$ cat config.mk
export PLATFORM = sky130hd
export DESIGN_NAME = swo_rx_ctrl
export DESIGN_NICKNAME = d
export VERILOG_FILES = /design/src/rtl/swo_pkg.sv /design/src/rtl/swo_byte_fifo.sv /design/src/rtl/swo_rx_ctrl.sv
export SDC_FILE = /design/constraint.sdc
export NUM_CORES = 1
export LEC_CHECK = 0
export CORE_ASPECT_RATIO = 2
export CORE_MARGIN = 2
export CORE_UTILIZATION = 50
export DETAILED_ROUTE_END_ITERATION = 10
export PLACE_DENSITY_LB_ADDON = 0.2
export SLEW_MARGIN = 40
export SYNTH_ARGS = -nofsm -noshare
export SYNTH_HDL_FRONTEND = slang
export SYNTH_SLANG_ARGS = --single-unit
$ cat constraint.sdc
create_clock -name clk -period 6.77 [get_ports clk]
set_clock_uncertainty 0.05 [all_clocks]
set_input_delay 1.354 -clock clk [delete_from_list [all_inputs] [get_ports clk]]
set_output_delay 1.354 -clock clk [all_outputs]
set_load 0.02 [all_outputs]
$ cat src/rtl/swo_pkg.sv
// Shared encodings for the SWO byte-layer controller: mode inputs, active
// source codes and controller states.
package swo_pkg;

  localparam logic [1:0] MODE_OFF   = 2'd0;
  localparam logic [1:0] MODE_MANCH = 2'd1;
  localparam logic [1:0] MODE_NRZ   = 2'd2;
  localparam logic [1:0] MODE_AUTO  = 2'd3;

  localparam logic [1:0] SRC_NONE  = 2'd0;
  localparam logic [1:0] SRC_MANCH = 2'd1;
  localparam logic [1:0] SRC_NRZ   = 2'd2;

  typedef enum logic [1:0] {
    ST_OFF  = 2'd0,
    ST_ARM  = 2'd1,
    ST_HUNT = 2'd2,
    ST_RUN  = 2'd3
  } state_e;

endpackage

$ cat src/rtl/swo_byte_fifo.sv
// Synchronous show-ahead FIFO: the head entry is always visible on headData.
// A push while full is only taken when a pop frees a slot in the same cycle.
module swo_byte_fifo #(
  parameter int AW = 4,
  parameter int DW = 8
) (
  input  logic          clk,
  input  logic          rst,
  input  logic          push,
  input  logic [DW-1:0] pushData,
  input  logic          pop,
  output logic [DW-1:0] headData,
  output logic          full,
  output logic          empty,
  output logic [AW:0]   count
);

  localparam int DEPTH = 1 << AW;
  localparam logic [AW:0] DEPTH_CNT = (AW+1)'(DEPTH);
  localparam logic [AW:0] ONE_CNT   = (AW+1)'(1);
  localparam logic [AW-1:0] ONE_PTR = AW'(1);

  logic [DW-1:0] mem [DEPTH];
  logic [AW-1:0] wrPtr_q;
  logic [AW-1:0] rdPtr_q;
  logic [AW:0]   count_q;
  logic          doPush;
  logic          doPop;

  assign empty    = (count_q == '0);
  assign full     = (count_q == DEPTH_CNT);
  assign count    = count_q;
  assign headData = mem[rdPtr_q];
  assign doPop    = pop && !empty;
  assign doPush   = push && (!full || doPop);

  always_ff @(posedge clk) begin
    if (doPush) begin
      mem[wrPtr_q] <= pushData;
    end
  end

  // Pointers wrap naturally at the power-of-two depth.
  always_ff @(posedge clk or posedge rst) begin
    if (rst) begin
      wrPtr_q <= '0;
      rdPtr_q <= '0;
      count_q <= '0;
    end else begin
      if (doPush) begin
        wrPtr_q <= wrPtr_q + ONE_PTR;
      end
      if (doPop) begin
        rdPtr_q <= rdPtr_q + ONE_PTR;
      end
      case ({doPush, doPop})
        2'b10:   count_q <= count_q + ONE_CNT;
        2'b01:   count_q <= count_q - ONE_CNT;
        default: count_q <= count_q;
      endcase
    end
  end

endmodule

$ cat src/rtl/swo_rx_ctrl.sv
// SWO byte-layer controller: picks the Manchester or NRZ decoder, turns their
// avail toggles into FIFO writes and hands bytes upward on valid/ready.
module swo_rx_ctrl
  import swo_pkg::*;
#(
  parameter int FIFO_AW    = 4,
  parameter int IDLE_TICKS = 4096,
  parameter int OVF_W      = 16
) (
  input  logic             clk,
  input  logic             rst,
  input  logic [1:0]       mode,
  input  logic             manchAvail,
  input  logic [7:0]       manchByte,
  input  logic             nrzAvail,
  input  logic [7:0]       nrzByte,
  output logic             outValid,
  output logic [7:0]       outData,
  input  logic             outReady,
  output logic [1:0]       activeSrc,
  output logic             idle,
  output logic [OVF_W-1:0] overflowCnt
);

  localparam int IW = $clog2(IDLE_TICKS);
  localparam logic [IW-1:0] IDLE_MAX = IW'(IDLE_TICKS - 1);
  localparam logic [IW-1:0] IDLE_ONE = IW'(1);
  localparam logic [OVF_W-1:0] OVF_ONE = OVF_W'(1);

  state_e           state_q, state_d;
  logic [1:0]       modeReg_q, modeReg_d;
  logic [1:0]       src_q, src_d;
  logic             availM_q, availN_q;
  logic             prevM_q, prevN_q;
  logic [7:0]       byteM_q, byteN_q;
  logic [IW-1:0]    idleCnt_q;
  logic [OVF_W-1:0] ovf_q;
  logic [7:0]       lastData_q;

  logic             evM, evN, idleSat;
  logic             accept, runEntry;
  logic [7:0]       acceptByte;
  logic             fifoPush, fifoPop, fifoFull, fifoEmpty, dropByte;
  logic [7:0]       fifoHead;
  logic [FIFO_AW:0] fifoCount;

  assign evM     = availM_q ^ prevM_q;
  assign evN     = availN_q ^ prevN_q;
  assign idleSat = (idleCnt_q == IDLE_MAX);

  always_comb begin
    state_d    = state_q;
    modeReg_d  = modeReg_q;
    src_d      = src_q;
    accept     = 1'b0;
    acceptByte = 8'h00;
    runEntry   = 1'b0;
    // A mode change overrides whatever the current state would have done.
    if (mode != modeReg_q) begin
      modeReg_d = mode;
      src_d     = SRC_NONE;
      state_d   = (mode == MODE_OFF) ? ST_OFF : ST_ARM;
    end else begin
      case (state_q)
        ST_OFF: src_d = SRC_NONE;
        ST_ARM: begin
          if (modeReg_q == MODE_AUTO) begin
            state_d = ST_HUNT;
            src_d   = SRC_NONE;
          end else begin
            state_d  = ST_RUN;
            src_d    = modeReg_q;
            runEntry = 1'b1;
          end
        end
        ST_HUNT: begin
          if (evM) begin
            accept     = 1'b1;
            acceptByte = byteM_q;
            src_d      = SRC_MANCH;
            state_d    = ST_RUN;
          end else if (evN) begin
            accept     = 1'b1;
            acceptByte = byteN_q;
            src_d      = SRC_NRZ;
            state_d    = ST_RUN;
          end
        end
        ST_RUN: begin
          if (src_q == SRC_MANCH && evM) begin
            accept     = 1'b1;
            acceptByte = byteM_q;
          end else if (src_q == SRC_NRZ && evN) begin
            accept     = 1'b1;
            acceptByte = byteN_q;
          end else if (idleSat && modeReg_q == MODE_AUTO) begin
            state_d = ST_HUNT;
            src_d   = SRC_NONE;
          end
        end
        default: begin
          state_d = ST_OFF;
          src_d   = SRC_NONE;
        end
      endcase
    end
  end

  assign fifoPop  = outValid && outReady;
  assign fifoPush = accept && (!fifoFull || fifoPop);
  assign dropByte = accept && fifoFull && !fifoPop;

  // Avail lines and bytes are registered once, so a toggle is detected one
  // edge after it is sampled; prev follows in every state so ARM can discard.
  always_ff @(posedge clk or posedge rst) begin
    if (rst) begin
      state_q    <= ST_OFF;
      modeReg_q  <= MODE_OFF;
      src_q      <= SRC_NONE;
      availM_q   <= 1'b0;
      availN_q   <= 1'b0;
      prevM_q    <= 1'b0;
      prevN_q    <= 1'b0;
      byteM_q    <= 8'h00;
      byteN_q    <= 8'h00;
      idleCnt_q  <= '0;
      ovf_q      <= '0;
      lastData_q <= 8'h00;
    end else begin
      state_q   <= state_d;
      modeReg_q <= modeReg_d;
      src_q     <= src_d;
      availM_q  <= manchAvail;
      availN_q  <= nrzAvail;
      prevM_q   <= availM_q;
      prevN_q   <= availN_q;
      byteM_q   <= manchByte;
      byteN_q   <= nrzByte;
      if (accept || runEntry) begin
        idleCnt_q <= '0;
      end else if (!idleSat) begin
        idleCnt_q <= idleCnt_q + IDLE_ONE;
      end
      if (dropByte && ovf_q != '1) begin
        ovf_q <= ovf_q + OVF_ONE;
      end
      if (fifoCount != '0) begin
        lastData_q <= fifoHead;
      end
    end
  end

  swo_byte_fifo #(
    .AW (FIFO_AW),
    .DW (8)
  ) u_fifo (
    .clk      (clk),
    .rst      (rst),
    .push     (fifoPush),
    .pushData (acceptByte),
    .pop      (fifoPop),
    .headData (fifoHead),
    .full     (fifoFull),
    .empty    (fifoEmpty),
    .count    (fifoCount)
  );

  assign outValid    = !fifoEmpty;
  assign outData     = fifoEmpty ? lastData_q : fifoHead;
  assign activeSrc   = src_q;
  assign idle        = idleSat || (state_q != ST_RUN);
  assign overflowCnt = ovf_q;

endmodule

==> impl_metrics.yaml, run 1 <==
run_status:
  outcome: "complete, no violations"
clocking:
  cts_hold_buf: 0
  cts_tree: "yes"
  cts_setup_buffers: 0
  clkLatencyLatePin_ns: 0.47
  path_clk_slew_ns: 0.06
  clockBufferDepth: 3
  numCtsBuffers: 19
  cts_max_level: 1
  cts_root_buf: "clkbuf_16"
  cts_resized: 0
  clock-sinks: 203
grt:
  grt_pass1_vias: 5051
  grt_overflow: 0
  grt_antenna_before_repair: 0
  grt_util_all_layers_pct: 20.0
  grt_pass1_wl_um: 27400
  grt_start_max_net_pins: 76
layout:
  num_antenna_cells: 0
  design_area_mm2: 0.00990
  final_cells: 827
  area_delta_synth_final_pct: 16.4
  layout_common_cells: "edfxtp_1, dfrtp_1, clkdlybuf4s50_1"
  drive_above_1_share_pct: 17.6
  layout_commonest_cell: "edfxtp_1"
  utilization_pct: 59.4
  final_nets: 645
  nFillCells: 1283
die:
  fp.dieH_um: 188
  die_area_mm2: 0.0181
  start_util_pct: 51.0
  num_rows: 67
  ioPinCount: 51
  die_x_um: 96.2
  core_mm2: 0.0167
worst_setup_path:
  end_kind: "output port"
  reg2reg_from: "u_fifo.count[1]"
  r2r_slack_ns: 3.29
  cp.arrival_ns: 3.34
  crit_type: "flip-flop to output port"
  reg2regPathDepth: 11
  r2r-end: "u_fifo.count[4]"
  critPathLaunchType: "flip-flop"
  critPathMaxFanout: 18
  cp.required_ns: 5.37
synthesis:
  synth_fp_nets: 592
  synth_fa_ha_area_share_pct: 2.06
  dominantRegCellSynth: "edfxtp_1"
  avgSynthCellArea_um2: 15.3
  synth_edf_count: 128
  ys_warn_count: 0
  async_flop_share_pct: 36.9
  syn_inst: 555
  synth_compound_area_share_pct: 5.29
  synth-simple-area-share_pct: 9.34
  ys_ff_latch: 203
  muxShareOfSynthArea_pct: 10.2
  synth_area_mm2: 0.00851
  yosysUniqueCellTypes: 57
  synth_seq_area_share_pct: 67.2
  synth_xor_area_share_pct: 4.00
  synth_top_family_by_area: "multiplexers"
flow_run:
  drv_cap: 0
timing:
  slew_headroom_pct: 51.4
  finalSetupViolCount: 0
  fin_crit_sh_pct: 70.1
  rsz0062_at_grt: "no"
  max_freq_mhz: 211
  fin_tns_setup_ns: 0
  worst_pin_slew_ns: 0.728
  whs_ns: 0.348
  slew_viol_final: 0
  setup_slack_ns: 2.03
  finalCriticalPeriod_ns: 4.74
  hold_viol: 0
drt:
  drc: 0
  ant_nets: 0
  wirelength_um: 17400
  drt_iter0_markers: 285
  firstDrtPassIters: 4
  num_vias: 4803
  routedWlPerCell_um: 21.1
  viasPerCell: 5.81
placement:
  pre_cts_slack_ns: 2.24
  place_area_mm2: 0.00927
  dp.cells: 794
  place_congestion: 0.823
  port_buffers: 50
  dp_hpwl_um: 12400
hold_path:
  whs_path_depth: 0
  hp-class: "flip-flop to flip-flop"
  min_to: "prevN_q"
  min_from: "availN_q"
power:
  p_total_mw: 3.57
  peakVddDrop_v: 0.000224
  power-per-cell-area_mw_per_mm2: 361
  leakagePower_nw: 3.66
  seqPwrFrac_pct: 43.0
  share_comb_of_total_power_pct: 27.0
  intPower_mw: 2.52
  clockPowerShare_pct: 30.0
  p_sw_share_pct: 29.4
  p_sw_mw: 1.05
power groups by stage:
stage / Clock [mW] / Combinational, mW / Sequential [mW]
after floorplan: 0 / 0.756 / 1.47
final: 1.07 / 0.965 / 1.54
after detailed placement: 0 / 0.978 / 1.56
after global placement: 0 / 0.954 / 1.56
after CTS: 1.10 / 0.978 / 1.54
after global routing: 1.14 / 1.04 / 1.56
cells in the mapped netlist (3+ instances only):
cell type | count | area share [%]
ha_1 | 14 | 2.1
a31oi_1 | 4 | 0.29
inv_1 | 10 | 0.44
nand3b_1 | 3 | 0.26
o21ai_0 | 3 | 0.18
and2_1 | 3 | 0.22
xor2_1 | 19 | 2.0
dfrtp_1 | 75 | 22
and3_1 | 7 | 0.51
mux2_2 | 11 | 1.5
nor2b_1 | 12 | 0.88
a21oi_1 | 10 | 0.59
nand2b_1 | 3 | 0.22
xnor2_1 | 18 | 1.9
buf_1 | 4 | 0.18
nor2_1 | 48 | 2.1
a211oi_1 | 11 | 0.97
nand2_1 | 30 | 1.3
o22ai_1 | 10 | 0.74
nor3_1 | 10 | 0.59
nor4b_1 | 4 | 0.41
clkbuf_1 | 15 | 0.66
o21ai_1 | 3 | 0.18
nand3_1 | 9 | 0.53
a22oi_1 | 9 | 0.79
nand4_1 | 13 | 0.96
edfxtp_1 | 128 | 45
mux4_2 | 32 | 8.5
buf_2 | 5 | 0.29
sequential cells by signal (all words and copies together) (netlist names), 5 cells and up:
name and cells:
lastData_q 8, byteM_q 8, idleCnt_q 12, byteN_q 8, u_fifo.mem 128, u_fifo.count 5, overflowCnt 16
layer usage:
layer	up-vias	share of wire [%]	track usage (%)
met5	-	0	0
met4	0	4.2	8.02
met3	36	3.9	2.56
met2	116	57	37.1
met1	2448	35	22.4
li1	2203	-	-
final cells by class:
class	instances	area [um2]	share of cell area [%]
inverters	11	41.3	0.417
flip-flops and latches	203	5720	57.8
repair buffers	59	572	5.77
multi-input cells	314	2680	27.0
clock inverters	8	103	1.04
clock buffers	25	528	5.33
well taps	207	259	2.61
cells by family after synthesis:
kind of cell | after synthesis
AND/OR/NAND/NOR | 154
flip-flops | 203
XOR/XNOR | 38
multiplexers | 45
adder cells (fa/ha/maj) | 14
buffers and inverters | 38
AO/OA/AOI/OAI | 63
worst max-delay path, cell delays in order (launching register included):
cell and delay, ns:
dfrtp_2 0.73, buf_4 0.44, mux4_2 0.54, nor2b_1 0.16, a211oi_1 0.30, nor2_1 0.13
clkdlybuf4s50_1 0.55
worst max-delay path by stage:
stage,from,end,slack (ns),depth (start not counted)
6_report,u_fifo.rdPtr_q[0],outData[2],2.03,6
5_1_grt,u_fifo.rdPtr_q[0],outData[2],1.78,6
4_1_cts,u_fifo.rdPtr_q[0],outData[2],1.91,6
3_5_place_dp,mode[1],u_fifo.count[4],2.24,13
3_3_place_gp,mode[1],u_fifo.count[4],2.41,13
2_1_floorplan,mode[0],u_fifo.count[4],2.95,15
Note: power is estimated with default switching activity, not from simulation.
==> run 2: changes to the inputs <==
Clock period 6.77 ns to 4.2 ns, I/O delays scaled along.
==> run 2 against run 1 <==
  * Worst hold slack better by 0.0062 ns
  * Setup slack lost 1.7 ns
  * Highest routed layer unchanged
  * Sequential power grew 60%
  * Combinational power is 68% higher
  * Sequential cell count unchanged
  * Total power rose by 63%
  * Cell count is 2.1% higher
  * Core utilization increased by 0.59 points
  * Cell area grew 1.0%
  * Critical path type unchanged
  * Via count about the same
  * Register-to-register slack got worse by 2.4 ns
==> impl_metrics.yaml, run 2 (synthesis results as in run 1) <==
timing:
  rsz0062_at_grt: "no"
  finalSetupViolCount: 0
  max_freq_mhz: 256
  fin_crit_sh_pct: 93.1
  slew_headroom_pct: 51.4
  worst_pin_slew_ns: 0.730
  finalCriticalPeriod_ns: 3.91
  hold_viol: 0
  slew_viol_final: 0
  fin_tns_setup_ns: 0
worst_setup_path:
  critPathLaunchType: "flip-flop"
  end_kind: "output port"
  cp_num_buf_inv: 2
  crit_family: "buffers and inverters"
  cp_slowest_stage_delay_ns: 0.59
  reg2reg_from: "state_q[0]"
  reg2regPathDepth: 14
  crit_end: "outData[2]"
  path_cells: "buf_4, mux4_2, nor2b_1, a211oi_1, nor2_1, clkdlybuf4s50_1"
  r2r_slack_ns: 0.94
  slowest_stage: "mux4_2"
  critPathMaxFanout: 9
  crit_start: "u_fifo.rdPtr_q[0]"
  crit_type: "flip-flop to output port"
  r2r-end: "u_fifo.count[4]"
  cp.arrival_ns: 3.02
  critical_path_depth: 6
  cp.required_ns: 3.31
placement:
  port_buffers: 50
  dp_hpwl_um: 12400
  place_congestion: 0.838
drt:
  ant_nets: 0
  num_vias: 4799
  drc: 0
  firstDrtPassIters: 4
  drt_iter0_markers: 195
  routedWlPerCell_um: 20.5
  wirelength_um: 17300
  viasPerCell: 5.69
clocking:
  clockBufferDepth: 3
  cts_root_buf: "clkbuf_16"
  clock-sinks: 203
  cts_max_level: 1
  path_clk_slew_ns: 0.06
  numCtsBuffers: 19
  clkLatencyLatePin_ns: 0.49
  cts_tree: "yes"
power:
  peakVddDrop_v: 0.000353
  clockPowerShare_pct: 30.0
  leakagePower_nw: 3.75
  p_sw_mw: 1.71
  seqPwrFrac_pct: 42.2
  share_comb_of_total_power_pct: 27.8
  power-per-cell-area_mw_per_mm2: 583
  intPower_mw: 4.12
  p_sw_share_pct: 29.4
  p_total_mw: 5.83
layout:
  multiInputGateArea_mm2: 0.00264
  regMostFlops: "u_fifo.mem"
  nFillCells: 1257
  layout_common_cells: "edfxtp_1, dfrtp_1, clkdlybuf4s50_1"
  layout_commonest_cell: "edfxtp_1"
  drive_above_1_share_pct: 17.4
  num_antenna_cells: 0
  seq_area_mm2: 0.00572
  area_delta_synth_final_pct: 17.6
  largest_reg_flops: 128
  final_nets: 661
die:
  num_rows: 67
  start_util_pct: 51.0
  fp.dieH_um: 188
  core_mm2: 0.0167
  ioPinCount: 51
  die_area_mm2: 0.0181
  die_x_um: 96.2
grt:
  grt_start_max_net_pins: 45
  grt_antenna_before_repair: 0
  grt_util_all_layers_pct: 20.0
  grt_pass1_vias: 5059
  grt_pass1_wl_um: 27300
  grt_overflow: 0
hold_path:
  min_from: "availN_q"
  hp-class: "flip-flop to flip-flop"
run_status:
  outcome: "complete, no violations"
flow_run:
  drv_cap: 0
[run 2: power by group through the flow]
stage	logic [mW]	registers [mW]	clock network, mW
after floorplan	1.22	2.37	0
after global routing	1.74	2.49	1.86
after global placement	1.59	2.49	0
after detailed placement	1.63	2.50	0
final	1.62	2.46	1.75
after CTS	1.64	2.46	1.78
[run 2: worst reg2reg max path, stage by stage (launching register included)]
cell and delay (ns):
dfrtp_1 0.40, inv_1 0.08, ha_1 0.30, inv_1 0.11
a21oi_1 0.35, o211a_2 0.33, inv_2 0.14, ha_1 0.32
xor2_1 0.19, ha_1 0.23, nor2b_1 0.13, o21ai_0 0.18
a31oi_1 0.12, nor2_1 0.13, xor2_1 0.14
[run 2: layout make-up]
type	instances	share of cell area (%)
inverter	11	0.438
tap	207	2.59
clock buffer	22	4.97
multi-input combinational	314	26.4
sequential	203	57.2
clock inverter	12	1.44
timing repair buffer	75	7.00
[run 2: per-layer routing]
metal | share of wire (%) | vias up | track usage, %
met5 | 0 | - | 0
met4 | 3.7 | 0 | 7.58
met3 | 3.2 | 34 | 2.56
met2 | 58 | 102 | 37.7
met1 | 35 | 2421 | 21.9
li1 | - | 2242 | -
[run 2: timing repair]
action,CTS,global route
setup endpoints to repair,0,3
setup buffers,0,0
endpoints found under the hold margin,0,0
gates resized for setup,0,1
hold buffers,0,0
[run 2: worst min-delay path by stage]
stage	end	slack, ns	depth (start not counted)
after global routing	prevN_q	0.37	0
after detailed placement	prevN_q	0.35	0
after global placement	prevN_q	0.33	0
after floorplan	prevN_q	0.32	0
after CTS	prevN_q	0.36	0
final	prevN_q	0.35	0
[run 2: metrics by stage]
step / instance area (um2) / cells / hold WS (ns) / setup slack (ns) / utilization, %
floorplan: 8510 / 555 / 0.323 / 0.894 / -
global placement: 9350 / 810 / 0.332 / 0.611 / 56.0
detailed placement: 9360 / 810 / 0.349 / 0.493 / 56.1
CTS: 10000 / 844 / 0.363 / 0.190 / 59.9
global route: 10000 / 844 / 0.374 / 0.100 / 60.0
finish: 10000 / 844 / 0.354 / 0.290 / 60.0
==> run 3: changes to the inputs <==
Settings changed: ABC_CLOCK_PERIOD_IN_PS set to 4200.
==> results of run 3 <==
Final layout, timing and power as in run 2 (identical DEF).
